**src/rtl/manchester_pkg.sv**
```systemverilog
// Shared types and constants for the Manchester receive frame controller.
package manchester_pkg;

   // Controller states: hunt for sync, or assemble payload bytes.
   typedef enum logic {
      HUNT = 1'b0,
      DATA = 1'b1
   } state_t;

   // Preamble + SFD the decoder matches before raising dec_sync.
   localparam logic [15:0] SYNC_WORD = 16'hAAD5;

   // Output FIFO entry layout: {user, last, data[7:0]}.
   localparam int unsigned ENTRY_W  = 10;
   localparam int unsigned DATA_LSB = 0;
   localparam int unsigned DATA_MSB = 7;
   localparam int unsigned LAST_BIT = 8;
   localparam int unsigned USER_BIT = 9;

   function automatic logic [ENTRY_W-1:0] pack_entry(input logic [7:0] data,
                                                     input logic       last,
                                                     input logic       user);
      logic [ENTRY_W-1:0] e;
      e                    = '0;
      e[DATA_MSB:DATA_LSB] = data;
      e[LAST_BIT]          = last;
      e[USER_BIT]          = user;
      return e;
   endfunction

endpackage

```
**src/rtl/manchester_frame_ctrl_if.sv**
```systemverilog
// AXI-Stream byte channel carrying frames out of the controller.
interface manchester_frame_ctrl_if;

   logic       tvalid;
   logic       tready;
   logic [7:0] tdata;
   logic       tlast;
   logic       tuser;

   modport master (
      output tvalid,
      output tdata,
      output tlast,
      output tuser,
      input  tready
   );

   modport slave (
      input  tvalid,
      input  tdata,
      input  tlast,
      input  tuser,
      output tready
   );

endinterface

```
**src/rtl/manchester_frame_fifo.sv**
```systemverilog
// Synchronous first-word-fall-through FIFO with occupancy output.
module manchester_frame_fifo
   import manchester_pkg::*;
#(
   parameter int unsigned WIDTH = ENTRY_W,
   parameter int unsigned DEPTH = 8
) (
   input  logic                   aclk,
   input  logic                   areset,
   input  logic                   push,
   input  logic [WIDTH-1:0]       wdata,
   input  logic                   pop,
   output logic [WIDTH-1:0]       rdata,
   output logic                   empty,
   output logic [$clog2(DEPTH):0] occupancy
);

   localparam int unsigned AW = (DEPTH > 1) ? $clog2(DEPTH) : 1;
   localparam int unsigned CW = $clog2(DEPTH) + 1;

   logic [WIDTH-1:0] mem [DEPTH];
   logic [AW-1:0]    wr_ptr_q, rd_ptr_q;
   logic [CW-1:0]    count_q;
   logic             full;
   logic             do_push, do_pop;

   assign empty     = (count_q == '0);
   assign full      = (count_q == CW'(DEPTH));
   assign do_push   = push & ~full;
   assign do_pop    = pop & ~empty;
   assign rdata     = mem[rd_ptr_q];
   assign occupancy = count_q;

   function automatic logic [AW-1:0] ptr_next(input logic [AW-1:0] p);
      return (p == AW'(DEPTH - 1)) ? '0 : p + 1'b1;
   endfunction

   // Storage array; contents need no reset since reads are gated by empty.
   always_ff @(posedge aclk) begin
      if (do_push) mem[wr_ptr_q] <= wdata;
   end

   // Pointers and occupancy; simultaneous push and pop leave the count unchanged.
   always_ff @(posedge aclk or posedge areset) begin
      if (areset) begin
         wr_ptr_q <= '0;
         rd_ptr_q <= '0;
         count_q  <= '0;
      end else begin
         if (do_push) wr_ptr_q <= ptr_next(wr_ptr_q);
         if (do_pop)  rd_ptr_q <= ptr_next(rd_ptr_q);
         case ({do_push, do_pop})
            2'b10:   count_q <= count_q + 1'b1;
            2'b01:   count_q <= count_q - 1'b1;
            default: count_q <= count_q;
         endcase
      end
   end

endmodule

```
**src/rtl/manchester_frame_ctrl.sv**
```systemverilog
// Frame controller: sequences the decoder, assembles frames into a FIFO and
// emits them as AXI-Stream with tlast and a per-frame error flag.
module manchester_frame_ctrl
   import manchester_pkg::*;
#(
   parameter int unsigned FRAME_SIZE   = 4,
   parameter int unsigned FIFO_DEPTH   = 8,
   parameter int unsigned IDLE_TIMEOUT = 64
) (
   input  logic                    aclk,
   input  logic                    areset,
   input  logic                    dec_sync,
   input  logic                    dec_phase,
   input  logic                    dec_byte_valid,
   input  logic [7:0]              dec_byte,
   input  logic                    dec_code_err,
   output logic                    dec_hunt,
   output logic                    dec_phase_sel,
   manchester_frame_ctrl_if.master m_axis,
   output logic [15:0]             stat_frames,
   output logic [15:0]             stat_drops
);

   localparam int unsigned BW    = (FRAME_SIZE > 1) ? $clog2(FRAME_SIZE) : 1;
   localparam int unsigned OCC_W = $clog2(FIFO_DEPTH) + 1;
   localparam int unsigned IW    = $clog2(IDLE_TIMEOUT + 1);

   state_t               state_q, state_d;
   logic                 phase_q, phase_d;
   logic [BW-1:0]        byte_cnt_q, byte_cnt_d;
   logic [IW-1:0]        idle_cnt_q, idle_cnt_d, idle_inc;
   logic                 err_acc_q, err_acc_d;
   logic [15:0]          frames_q, drops_q;
   logic                 frame_inc, drop_inc;

   logic                 push;
   logic [ENTRY_W-1:0]   wdata;
   logic [ENTRY_W-1:0]   rdata;
   logic                 empty;
   logic [OCC_W-1:0]     occupancy;
   logic                 room, is_last;

   manchester_frame_fifo #(
      .WIDTH (ENTRY_W),
      .DEPTH (FIFO_DEPTH)
   ) u_fifo (
      .aclk      (aclk),
      .areset    (areset),
      .push      (push),
      .wdata     (wdata),
      .pop       (m_axis.tready & ~empty),
      .rdata     (rdata),
      .empty     (empty),
      .occupancy (occupancy)
   );

   // Admit a frame only if a whole frame still fits, so pushes never overflow.
   assign room     = (occupancy <= OCC_W'(FIFO_DEPTH - FRAME_SIZE));
   assign is_last  = (byte_cnt_q == BW'(FRAME_SIZE - 1));
   assign idle_inc = idle_cnt_q + 1'b1;

   // Next-state, FIFO push and statistic increments.
   always_comb begin
      state_d    = state_q;
      phase_d    = phase_q;
      byte_cnt_d = byte_cnt_q;
      idle_cnt_d = idle_cnt_q;
      err_acc_d  = err_acc_q;
      push       = 1'b0;
      wdata      = '0;
      frame_inc  = 1'b0;
      drop_inc   = 1'b0;
      case (state_q)
         HUNT: begin
            // Bytes are ignored here; sync wins over a coincident byte.
            if (dec_sync) begin
               if (room) begin
                  state_d    = DATA;
                  phase_d    = dec_phase;
                  byte_cnt_d = '0;
                  idle_cnt_d = '0;
                  err_acc_d  = 1'b0;
               end else begin
                  drop_inc = 1'b1;
               end
            end
         end
         DATA: begin
            // dec_sync ignored: payload can alias the sync word.
            if (dec_byte_valid) begin
               push       = 1'b1;
               wdata      = pack_entry(dec_byte, is_last,
                                       is_last & (err_acc_q | dec_code_err));
               err_acc_d  = err_acc_q | dec_code_err;
               byte_cnt_d = byte_cnt_q + 1'b1;
               idle_cnt_d = '0;
               if (is_last) begin
                  frame_inc  = 1'b1;
                  byte_cnt_d = '0;
                  state_d    = HUNT;
               end
            end else begin
               idle_cnt_d = idle_inc;
               if (idle_inc == IW'(IDLE_TIMEOUT)) begin
                  state_d = HUNT;
                  if (byte_cnt_q == '0) begin
                     drop_inc = 1'b1;
                  end else begin
                     // Close the partial frame with an errored pad beat.
                     push      = 1'b1;
                     wdata     = pack_entry(8'h00, 1'b1, 1'b1);
                     frame_inc = 1'b1;
                  end
               end
            end
         end
         default: state_d = HUNT;
      endcase
   end

   // Controller state and counters.
   always_ff @(posedge aclk or posedge areset) begin
      if (areset) begin
         state_q    <= HUNT;
         phase_q    <= 1'b0;
         byte_cnt_q <= '0;
         idle_cnt_q <= '0;
         err_acc_q  <= 1'b0;
      end else begin
         state_q    <= state_d;
         phase_q    <= phase_d;
         byte_cnt_q <= byte_cnt_d;
         idle_cnt_q <= idle_cnt_d;
         err_acc_q  <= err_acc_d;
      end
   end

   // Saturating frame and drop statistics.
   always_ff @(posedge aclk or posedge areset) begin
      if (areset) begin
         frames_q <= '0;
         drops_q  <= '0;
      end else begin
         if (frame_inc && frames_q != 16'hFFFF) frames_q <= frames_q + 1'b1;
         if (drop_inc && drops_q != 16'hFFFF)   drops_q  <= drops_q + 1'b1;
      end
   end

   assign dec_hunt      = (state_q == HUNT);
   assign dec_phase_sel = phase_q;
   assign stat_frames   = frames_q;
   assign stat_drops    = drops_q;

   // Payload fields are held at zero whenever no beat is offered.
   assign m_axis.tvalid = ~empty;
   assign m_axis.tdata  = empty ? 8'h00 : rdata[DATA_MSB:DATA_LSB];
   assign m_axis.tlast  = empty ? 1'b0 : rdata[LAST_BIT];
   assign m_axis.tuser  = empty ? 1'b0 : rdata[USER_BIT];

endmodule

```
**src/flat_wrapper.sv**
```systemverilog
// flat-port wrapper written by rule: the top's interface ports become plain ports
module manchester_frame_ctrl_flat import manchester_pkg::*;
#(
   parameter int unsigned FRAME_SIZE   = 4,
   parameter int unsigned FIFO_DEPTH   = 8,
   parameter int unsigned IDLE_TIMEOUT = 64
)
  (aclk, areset, dec_sync, dec_phase, dec_byte_valid, dec_byte, dec_code_err, dec_hunt, dec_phase_sel, stat_frames, stat_drops, m_axis_tvalid, m_axis_tdata, m_axis_tlast, m_axis_tuser, m_axis_tready);
  manchester_frame_ctrl_if m_axis_i ();
  input  logic aclk;
  input  logic areset;
  input  logic dec_sync;
  input  logic dec_phase;
  input  logic dec_byte_valid;
  input  logic [7:0] dec_byte;
  input  logic dec_code_err;
  output logic dec_hunt;
  output logic dec_phase_sel;
  output logic [15:0] stat_frames;
  output logic [15:0] stat_drops;
  output wire logic [$bits(m_axis_i.tvalid)-1:0] m_axis_tvalid;
  output wire logic [$bits(m_axis_i.tdata)-1:0] m_axis_tdata;
  output wire logic [$bits(m_axis_i.tlast)-1:0] m_axis_tlast;
  output wire logic [$bits(m_axis_i.tuser)-1:0] m_axis_tuser;
  input wire logic [$bits(m_axis_i.tready)-1:0] m_axis_tready;
  assign m_axis_tvalid = m_axis_i.tvalid;
  assign m_axis_tdata = m_axis_i.tdata;
  assign m_axis_tlast = m_axis_i.tlast;
  assign m_axis_tuser = m_axis_i.tuser;
  assign m_axis_i.tready = m_axis_tready;
  manchester_frame_ctrl #(.FRAME_SIZE(FRAME_SIZE), .FIFO_DEPTH(FIFO_DEPTH), .IDLE_TIMEOUT(IDLE_TIMEOUT)) u_core (.aclk(aclk), .areset(areset), .dec_sync(dec_sync), .dec_phase(dec_phase), .dec_byte_valid(dec_byte_valid), .dec_byte(dec_byte), .dec_code_err(dec_code_err), .dec_hunt(dec_hunt), .dec_phase_sel(dec_phase_sel), .m_axis(m_axis_i), .stat_frames(stat_frames), .stat_drops(stat_drops));
endmodule
```
**config.mk**
```make
export PLATFORM = sky130hd
export DESIGN_NAME = manchester_frame_ctrl_flat
export DESIGN_NICKNAME = d
export VERILOG_FILES = /design/src/rtl/manchester_pkg.sv /design/src/rtl/manchester_frame_ctrl_if.sv /design/src/rtl/manchester_frame_fifo.sv /design/src/rtl/manchester_frame_ctrl.sv /design/src/flat_wrapper.sv
export SDC_FILE = /design/constraint.sdc
export NUM_CORES = 1
export LEC_CHECK = 0
export CORE_MARGIN = 8
export CORE_UTILIZATION = 40
export CTS_BUF_LIST = sky130_fd_sc_hd__clkbuf_8
export DETAILED_ROUTE_END_ITERATION = 10
export MAX_ROUTING_LAYER = met4
export PLACE_DENSITY = 0.63
export SLEW_MARGIN = 20
export SYNTH_ARGS = -nofsm -noshare
export SYNTH_HDL_FRONTEND = slang
export SYNTH_SLANG_ARGS = --single-unit
```
**constraint.sdc**
```tcl
create_clock -name aclk -period 4.2 [get_ports aclk]
set_clock_uncertainty 0.05 [all_clocks]
set_input_delay 1.05 -clock aclk [delete_from_list [all_inputs] [get_ports aclk]]
set_output_delay 1.05 -clock aclk [all_outputs]
set_load 0.005 [all_outputs]
```
==> results.json <==
{
  "path_buf_inv": 2,
  "wire_per_inst_um": 17.5,
  "endpoint_kind": "output port",
  "io_pins": 60,
  "outcome": "finished clean",
  "clk_latency_ns": 0.44,
  "synth_top_cell_area_share": 0.395,
  "hold_violations": 0,
  "n_antenna_cell": 0,
  "hp-class": "reg -> reg",
  "port_buffers": 59,
  "worstMarginPinSlew_ns": 0.782,
  "synth_edf_count": 80,
  "vias_per_cell": 5.31,
  "drc_errors": 0,
  "period_needed_ns": 3.65,
  "hold_ws_ns": 0.440,
  "synth-main-ff-cell": "edfxtp_1",
  "synth_nets": 457,
  "wl_um": 12300,
  "synthTopCellsByArea": "edfxtp_1 40%, dfrtp_1 22%, mux4_2 7.4%, xor2_1 2.7%, ha_1 2.7%",
  "critPathMaxFanout": 16,
  "syn_area_mm2": 0.00608,
  "clkTransAtPathRegs_ns": 0.08,
  "postCtsHoldBufs": 0,
  "yosysMostFrequentCell": "edfxtp_1",
  "drive_gt1_frac": 0.184,
  "fmax_mhz": 274,
  "muxShareOfSynthArea": 0.111,
  "worst_setup_path_start_kind": "flip-flop",
  "p_leak_nw": 2.80,
  "cts_buffer_depth": 2,
  "cts_tree": "done",
  "dp_hpwl_um": 8350,
  "routed-via-count": 3739,
  "synth_area_per_cell_um2": 14.2,
  "slew_headroom": 0.478,
  "die_y_um": 139,
  "synthAdderAreaFrac": 0.0268,
  "post-cts-setup-buffers": 0,
  "ys_seq_area_frac": 0.618,
  "htree_levels": 4,
  "ant_nets": 0,
  "grt_setup_unrepaired": "false",
  "path_class": "reg -> out",
  "arrival_ns": 2.55,
  "synth_compound_area_frac": 0.0441,
  "start_util": 0.404,
  "synth_area_leader_cell": "edfxtp_1",
  "layout.cells.non_filler": 704,
  "ir_drop_v": 0.000237,
  "antenna_found_initial": 0,
  "grt_pass1_wl_um": 20400,
  "synth_top_family_by_area": "simple AND/OR/NAND/NOR gates",
  "grt-ovfl-total": 0,
  "numCtsBuffers": 17,
  "setup_viol": 0,
  "grtUsageTotal": 0.137,
  "gp_congestion": 0.776,
  "firstDrtPassIters": 4,
  "grt_max_degree": 38,
  "cts_resized": 0,
  "clockRootBuffer": "clkbuf_8",
  "syn_inst": 429,
  "slew_viol_final": 0,
  "cap_violations": 0,
  "ys_seq_elements": 134,
  "cellPowerDensity_mw_per_mm2": 597,
  "critPathRequiredTime_ns": 3.10,
  "cpLargestDelayFamily": "multiplexers",
  "fill_cells": 1292,
  "area_delta_synth_final_pct": 21.7,
  "first_global_vias": 3956,
  "cpPeakStageDelay_ns": 0.62,
  "synth-simple-area-share": 0.135,
  "die_width_um": 139,
  "drt-initial-drc-count": 238,
  "yosys.area_share.xor_xnor": 0.0461,
  "fp-row-count": 45,
  "dieArea_mm2": 0.0194,
  "ys_types": 51,
  "core_area_mm2": 0.0150,
  "tns_ns": 0,
  "dp.cells": 672,
  "fin_crit_sh": 0.869,
  "synth_async_sr_flop_share": 0.403,
  "finalNetCount": 531,
  "seqCellArea_mm2": 0.00375,
  "path_cells": "buf_12 -> mux4_2 -> mux2i_1 -> nor2_1 -> clkdlybuf4s50_1",
  "yosysWarnings": 0,
  "cts.sinks": 134,
  "multi_input_area_mm2": 0.00224,
  "yosys-top-cells-count": "80 x edfxtp_1, 54 x dfrtp_1, 26 x nor2_1",
  "critPathSlowestCell": "dfrtp_1"
}
-- logic make-up (layout without fill, tap and decap cells) --
| group | Yosys count | after routing |
|---|---|---|
| muxes | 41 | 41 |
| AOI/OAI and AO/OA | 40 | 40 |
| and+or+nand+nor | 141 | 141 |
| xor gates and xnor gates | 32 | 32 |
| DFF | 134 | 134 |
| buffers and inverters | 28 | 115 |
| adders and majority gates | 13 | 13 |
-- registers in the layout, summed over array words and instances (netlist names) --
name / count
u_core.u_fifo.mem: 80
u_core.stat_drops: 16
u_core.stat_frames: 16
u_core.idle_cnt_q: 7
u_core.u_fifo.occupancy: 4
u_core.u_fifo.rd_ptr_q: 3
u_core.u_fifo.wr_ptr_q: 3
u_core.byte_cnt_q: 2
u_core.dec_phase_sel: 1
u_core.err_acc_q: 1
u_core.state_q: 1
-- power by group --
part | internal, mW | switching (mW)
logic | 0.788 | 0.619
clock network | 0.590 | 0.510
registers | 1.66 | 0.252
total | 3.04 | 1.38
-- worst paths after layout --
kind                                      startpoint                    endpoint  slack [ns]  depth (start not counted)
setup / recovery           u_core.u_fifo.rd_ptr_q[0]                m_axis_tlast        0.55                          5
hold / removal                 u_core.stat_drops[15]       u_core.stat_drops[15]        0.44                          1
setup reg to reg                u_core.idle_cnt_q[0]  u_core.u_fifo.occupancy[2]        0.88                         13
hold reg to reg                u_core.stat_drops[15]       u_core.stat_drops[15]        0.44                          1
max in group asynchronous                     areset       u_core.stat_frames[7]        2.33                          3
min in group asynchronous                     areset        u_core.stat_drops[2]        1.02                          2
-- cell usage in the layout, fill, tap and decap left out, drive strengths merged, types with 16 or more instances in the layout --
cell,instances
mux4,20
and3,19
nor2,26
edfxtp,80
clkdlybuf4s50,59
nand3,17
nand2,25
buf,16
xor2,19
clkbuf,17
dfrtp,54
-- worst reg2reg max path: stages, from the launching register on --
cell,delay (ns)
dfrtp_1,0.44
and3_1,0.25
or3_1,0.32
a311o_1,0.45
nor3_1,0.24
o21ai_1,0.08
buf_4,0.19
ha_1,0.31
xor2_1,0.18
ha_1,0.19
a21oi_1,0.14
xor2_1,0.15
nor2_1,0.06
xor2_1,0.14
-- layout make-up --
cell class              instances  share of cell area
well taps                     188              0.0318
repair buffers                 75              0.0978
clock inverters                15              0.0244
inverters                       8             0.00406
multi-input cells             267               0.302
flip-flops and latches        134               0.508
clock buffers                  17              0.0317
-- through the flow --
stage / area (µm²) / setup slack [ns] / util / power [mW]
floorplan: 6080 / 0.711 / - / 2.74
global placement: 6980 / 0.827 / 0.464 / 3.33
detailed placement: 6980 / 0.782 / 0.464 / 3.38
CTS: 7390 / 0.475 / 0.492 / 4.49
global route: 7390 / 0.391 / 0.492 / 4.70
finish: 7390 / 0.549 / 0.492 / 4.42
-- per-layer routing --
layer	routed length [µm]	GRT usage	vias up
met5	0	-	-
met4	138	0.0433	0
met3	498	0.0400	12
met2	6250	0.222	85
met1	5400	0.163	1866
li1	-	-	1776
Note: power is estimated with default switching activity, not from simulation.
==> variant 1, RTL diff (same flow settings) <==
`IDLE_TIMEOUT` is set to 64 in 2 places; all go to 256.
--- a/src/rtl/manchester_frame_ctrl.sv
+++ b/src/rtl/manchester_frame_ctrl.sv
@@ -5,7 +5,7 @@
 #(
    parameter int unsigned FRAME_SIZE   = 4,
    parameter int unsigned FIFO_DEPTH   = 8,
-   parameter int unsigned IDLE_TIMEOUT = 64
+   parameter int unsigned IDLE_TIMEOUT = 256
 ) (
    input  logic                    aclk,
    input  logic                    areset,
--- a/src/flat_wrapper.sv
+++ b/src/flat_wrapper.sv
@@ -3,7 +3,7 @@
 #(
    parameter int unsigned FRAME_SIZE   = 4,
    parameter int unsigned FIFO_DEPTH   = 8,
-   parameter int unsigned IDLE_TIMEOUT = 64
+   parameter int unsigned IDLE_TIMEOUT = 256
 )
   (aclk, areset, dec_sync, dec_phase, dec_byte_valid, dec_byte, dec_code_err, dec_hunt, dec_phase_sel, stat_frames, stat_drops, m_axis_tvalid, m_axis_tdata, m_axis_tlast, m_axis_tuser, m_axis_tready);
   manchester_frame_ctrl_if m_axis_i ();
Check against the original RTL: no difference found for any inputs over 4 cycles, from zero or initial values and one cycle with areset high; that may be too few to reach the edited logic, so the function may still have changed.
==> variant 1 against the unedited design <==
- routed wire length grew 2.8%
- fmax grew 7.0%
- synthesized cell count grew 1.6%
- worst hold slack gained 0.016 ns
- total power shrank 1.8%
- sequential cell count grew 2
- register-to-register slack lost 0.06 ns
- design area shrank 0.73%
- core utilization shrank 0.36 points
- setup slack gained 0.24 ns
- area after synthesis shrank 0.23%
- largest power group unchanged
==> variant 1: results (changes against the unedited design) <==
metric,value,unit,change
status,finished clean,,unchanged
dpl.cell_count,679,,was 672
syn-num-nets,464,,was 457
track_usage,14.2,%,was 13.7%
first_global_vias,3999,,was 3956
crit_family,buffers and inverters,,was multiplexers
grt_pass1_wl,20700,um,was 20400 um
critical_path_arrival,2.31,ns,was 2.55 ns
post_drt_wl_per_cell,17.8,um,was 17.5 um
min_to,u_core.stat_frames[4],,was u_core.stat_drops[15]
p_leak,2.80,nW,about the same
drtIter0Drc,281,,was 238
fill_cells,1284,,was 1292
synth-compound-area-share,4.52,%,was 4.41%
yosysUniqueCellTypes,46,,was 51
dpl_cell_area,6940,um^2,was 6980 um^2
num_vias,3790,,was 3739
comb-power,0.00137,W,was 0.00141 W
globalplace.congestion,0.899,,was 0.776
wl_met1,5720,um,was 5400 um
layout-drive-gt1-share,16.4,%,was 18.4%
yosysSeqAreaShare,62.7,%,was 61.8%
ys_top_cells_by_area,"edfxtp_1, dfrtp_1, mux4_2",,unchanged
wl_met3,422,um,was 498 um
syn_area_per_cell,13.9,um^2,was 14.2 um^2
critPathMaxFanout,14,,was 16
worstHoldStart,u_core.stat_frames[4],,was u_core.stat_drops[15]
power_frac_comb,31.6,%,was 31.9%
yosys-top-cells-count,"edfxtp_1, dfrtp_1, nand2_1",,"was edfxtp_1, dfrtp_1, nor2_1"
post-dp-hpwl,8450,um,was 8350 um
-- variant 1: cell count changes after synthesis, sizes merged, moves of 3 or more --
cell,change
nor2,+3
or3,-3
xor2,-4
nor3,+3
o31ai,-3
and3,-4
nor4,+3
o21ai,+3
nor2b,-3
inv,+4
xnor2,+10
nor3b,-4
nand2,+5
-- variant 1: through the flow --
| step | setup slack [ns] | utilization, % |
|---|---|---|
| floorplan | 0.675 | - |
| global placement | 0.769 | 46.2 |
| detailed placement | 0.707 | 46.2 |
| CTS | 0.706 | 48.8 |
| global route | 0.619 | 48.8 |
| finish | 0.786 | 48.8 |
-- variant 1: layout make-up --
class                      count  share of cell area, %
clock inverter                15                   2.27
sequential                   136                   51.8
timing repair buffer          75                   9.68
clock buffer                  17                   3.19
tap                          188                   3.21
multi-input combinational    268                   29.2
inverter                      12                  0.614
-- variant 1: worst max path at each step --
stage	end	slack, ns	from
5_1_grt	m_axis_tuser	0.62	u_core.u_fifo.rd_ptr_q[0]
2_1_floorplan	u_core.u_fifo.mem[2][0]	0.68	u_core.idle_cnt_q[0]
6_report	m_axis_tdata[2]	0.79	u_core.u_fifo.rd_ptr_q[0]
3_3_place_gp	u_core.u_fifo.occupancy[2]	0.77	dec_byte_valid
3_5_place_dp	u_core.u_fifo.occupancy[2]	0.71	dec_byte_valid
4_1_cts	m_axis_tdata[2]	0.71	u_core.u_fifo.rd_ptr_q[0]
-- variant 1: per-layer routing --
layer  vias up  global-route usage [%]
met5         -                       -
met4         0                    6.24
met3        10                    3.51
met2        79                    22.6
met1      1918                    16.9
li1       1783                       -
==> variant 2, RTL diff (same flow settings) <==
Without the edit above. Reset style: synchronous (`areset`), changed in 3 clocked blocks.
--- a/src/rtl/manchester_frame_fifo.sv
+++ b/src/rtl/manchester_frame_fifo.sv
@@ -41,7 +41,7 @@
    end
 
    // Pointers and occupancy; simultaneous push and pop leave the count unchanged.
-   always_ff @(posedge aclk or posedge areset) begin
+   always_ff @(posedge aclk) begin
       if (areset) begin
          wr_ptr_q <= '0;
          rd_ptr_q <= '0;
--- a/src/rtl/manchester_frame_ctrl.sv
+++ b/src/rtl/manchester_frame_ctrl.sv
@@ -119,7 +119,7 @@
    end
 
    // Controller state and counters.
-   always_ff @(posedge aclk or posedge areset) begin
+   always_ff @(posedge aclk) begin
       if (areset) begin
          state_q    <= HUNT;
          phase_q    <= 1'b0;
@@ -136,7 +136,7 @@
    end
 
    // Saturating frame and drop statistics.
-   always_ff @(posedge aclk or posedge areset) begin
+   always_ff @(posedge aclk) begin
       if (areset) begin
          frames_q <= '0;
          drops_q  <= '0;
Check against the original RTL: differs if areset is asserted again (counterexample within 4 cycles, from zero or initial values and one cycle with areset high); with areset held inactive, the same outputs for 10 cycles.
==> variant 2 against the unedited design <==
- setup slack gained 0.17 ns
- design area grew 0.66%
- area after synthesis grew 1.9%
- routed wire length grew 13%
- core utilization is essentially flat
- synthesized cell count grew 19%
- sequential cell count grew 3
- critical path depth is the same
- critical path type unchanged
- largest cell class unchanged
Power is not compared: it rests on default switching activity, and its combinational part moved more than twofold at a synthesized area within 25%.
==> variant 2: results (changes against the unedited design) <==
metric,value,unit,change
status,finished clean,,unchanged
track_usage,14.7,%,was 13.7%
async_flop_share,0,%,was 40.3%
ys_top_cells_by_area,"edfxtp_1, dfxtp_1, mux4_2",,"was edfxtp_1, dfrtp_1, mux4_2"
cpPeakStageDelay,0.55,ns,was 0.62 ns
min_to,u_core.stat_frames[9],,was u_core.stat_drops[15]
critical_path_arrival,2.38,ns,was 2.55 ns
vias_per_cell,5.52,,was 5.31
dpl.cell_count,745,,was 672
worstHoldStart,u_core.stat_frames[9],,was u_core.stat_drops[15]
layout-drive-gt1-share,13.4,%,was 18.4%
crit_slowest_cell,mux4_2,,was dfrtp_1
post-dp-hpwl,9150,um,was 8350 um
post_drt_wl_per_cell,17.8,um,was 17.5 um
rr_worst_depth,12,,was 13
grt_max_degree,47,,was 38
grt_pass1_wl,22100,um,was 20400 um
globalplace.congestion,0.855,,was 0.776
yosysUniqueCellTypes,54,,was 51
hold_depth,2,,was 1
dpl_cell_area,7040,um^2,was 6980 um^2
yosysSeqAreaShare,57.2,%,was 61.8%
crit_family,buffers and inverters,,was multiplexers
yosys-top-cells-count,"edfxtp_1, dfxtp_1, nor2_1",,"was edfxtp_1, dfrtp_1, nor2_1"
fill_cells,1305,,was 1292
hold_ws,0.450,ns,was 0.440 ns
ff_latch_area,3540,um^2,was 3750 um^2
critPathMaxFanout,20,,was 16
worst_pin_slew,1.05,ns,was 0.782 ns
timing.rr.start,u_core.idle_cnt_q[0],,unchanged
netlist_instances,511,,was 429
nets,604,,was 531
drtIter0Drc,235,,was 238
reg2reg_to,u_core.u_fifo.occupancy[2],,unchanged
syn-num-nets,539,,was 457
first_global_vias,4321,,was 3956
r2r_slack,1.01,ns,was 0.88 ns
## variant 2: power by group
part	internal [W]	switching, W	leakage (nW)	total [W]
combinational	0.000244	0.000230	1.06	0.000474
sequential	0.00144	0.0000291	1.20	0.00147
clock	0.000603	0.000471	0.219	0.00107
## variant 2: tightest hold or removal path, cell delays in order, from the launching register on
cell	delay (ns)
dfxtp_1	0.33
o31ai_1	0.07
a21oi_1	0.06
## variant 2: cell type report
type	instances	share of cell area, %
Clock buffer	19	3.51
Clock inverter	13	1.83
Inverter	11	0.555
Multi-Input combinational cell	335	33.9
Sequential cell	137	47.6
Tap cell	188	3.16
Timing Repair Buffer	74	9.38
## variant 2: cell families after synthesis
logic type / count (synthesis) / share of synthesized area (%)
flops: 137 / 57.2
xor+xnor: 5 / 0.707
fa+ha+maj: 13 / 2.63
simple gates: 187 / 16.9
mux: 43 / 11.2
compound gates: 87 / 8.75
buf+inv: 39 / 2.65
## variant 2: worst max-delay path by stage
stage / startpoint / endpoint / slack, ns
after detailed placement: dec_byte_valid / u_core.u_fifo.occupancy[2] / 0.56
after global routing: flop / m_axis_tuser / 0.57
after global placement: dec_byte_valid / u_core.u_fifo.occupancy[2] / 0.66
after CTS: flop / m_axis_tlast / 0.65
final: flop / m_axis_tlast / 0.72
after floorplan: dec_byte_valid / u_core.u_fifo.mem[1][0] / 1.06
## variant 2: metal layers
metal,routed length (um),up-vias,global-route usage (%)
li1,-,2082,-
met1,6040,2098,16.8
met2,6970,96,24.2
met3,679,14,3.74
met4,162,0,6.17
met5,0,-,-
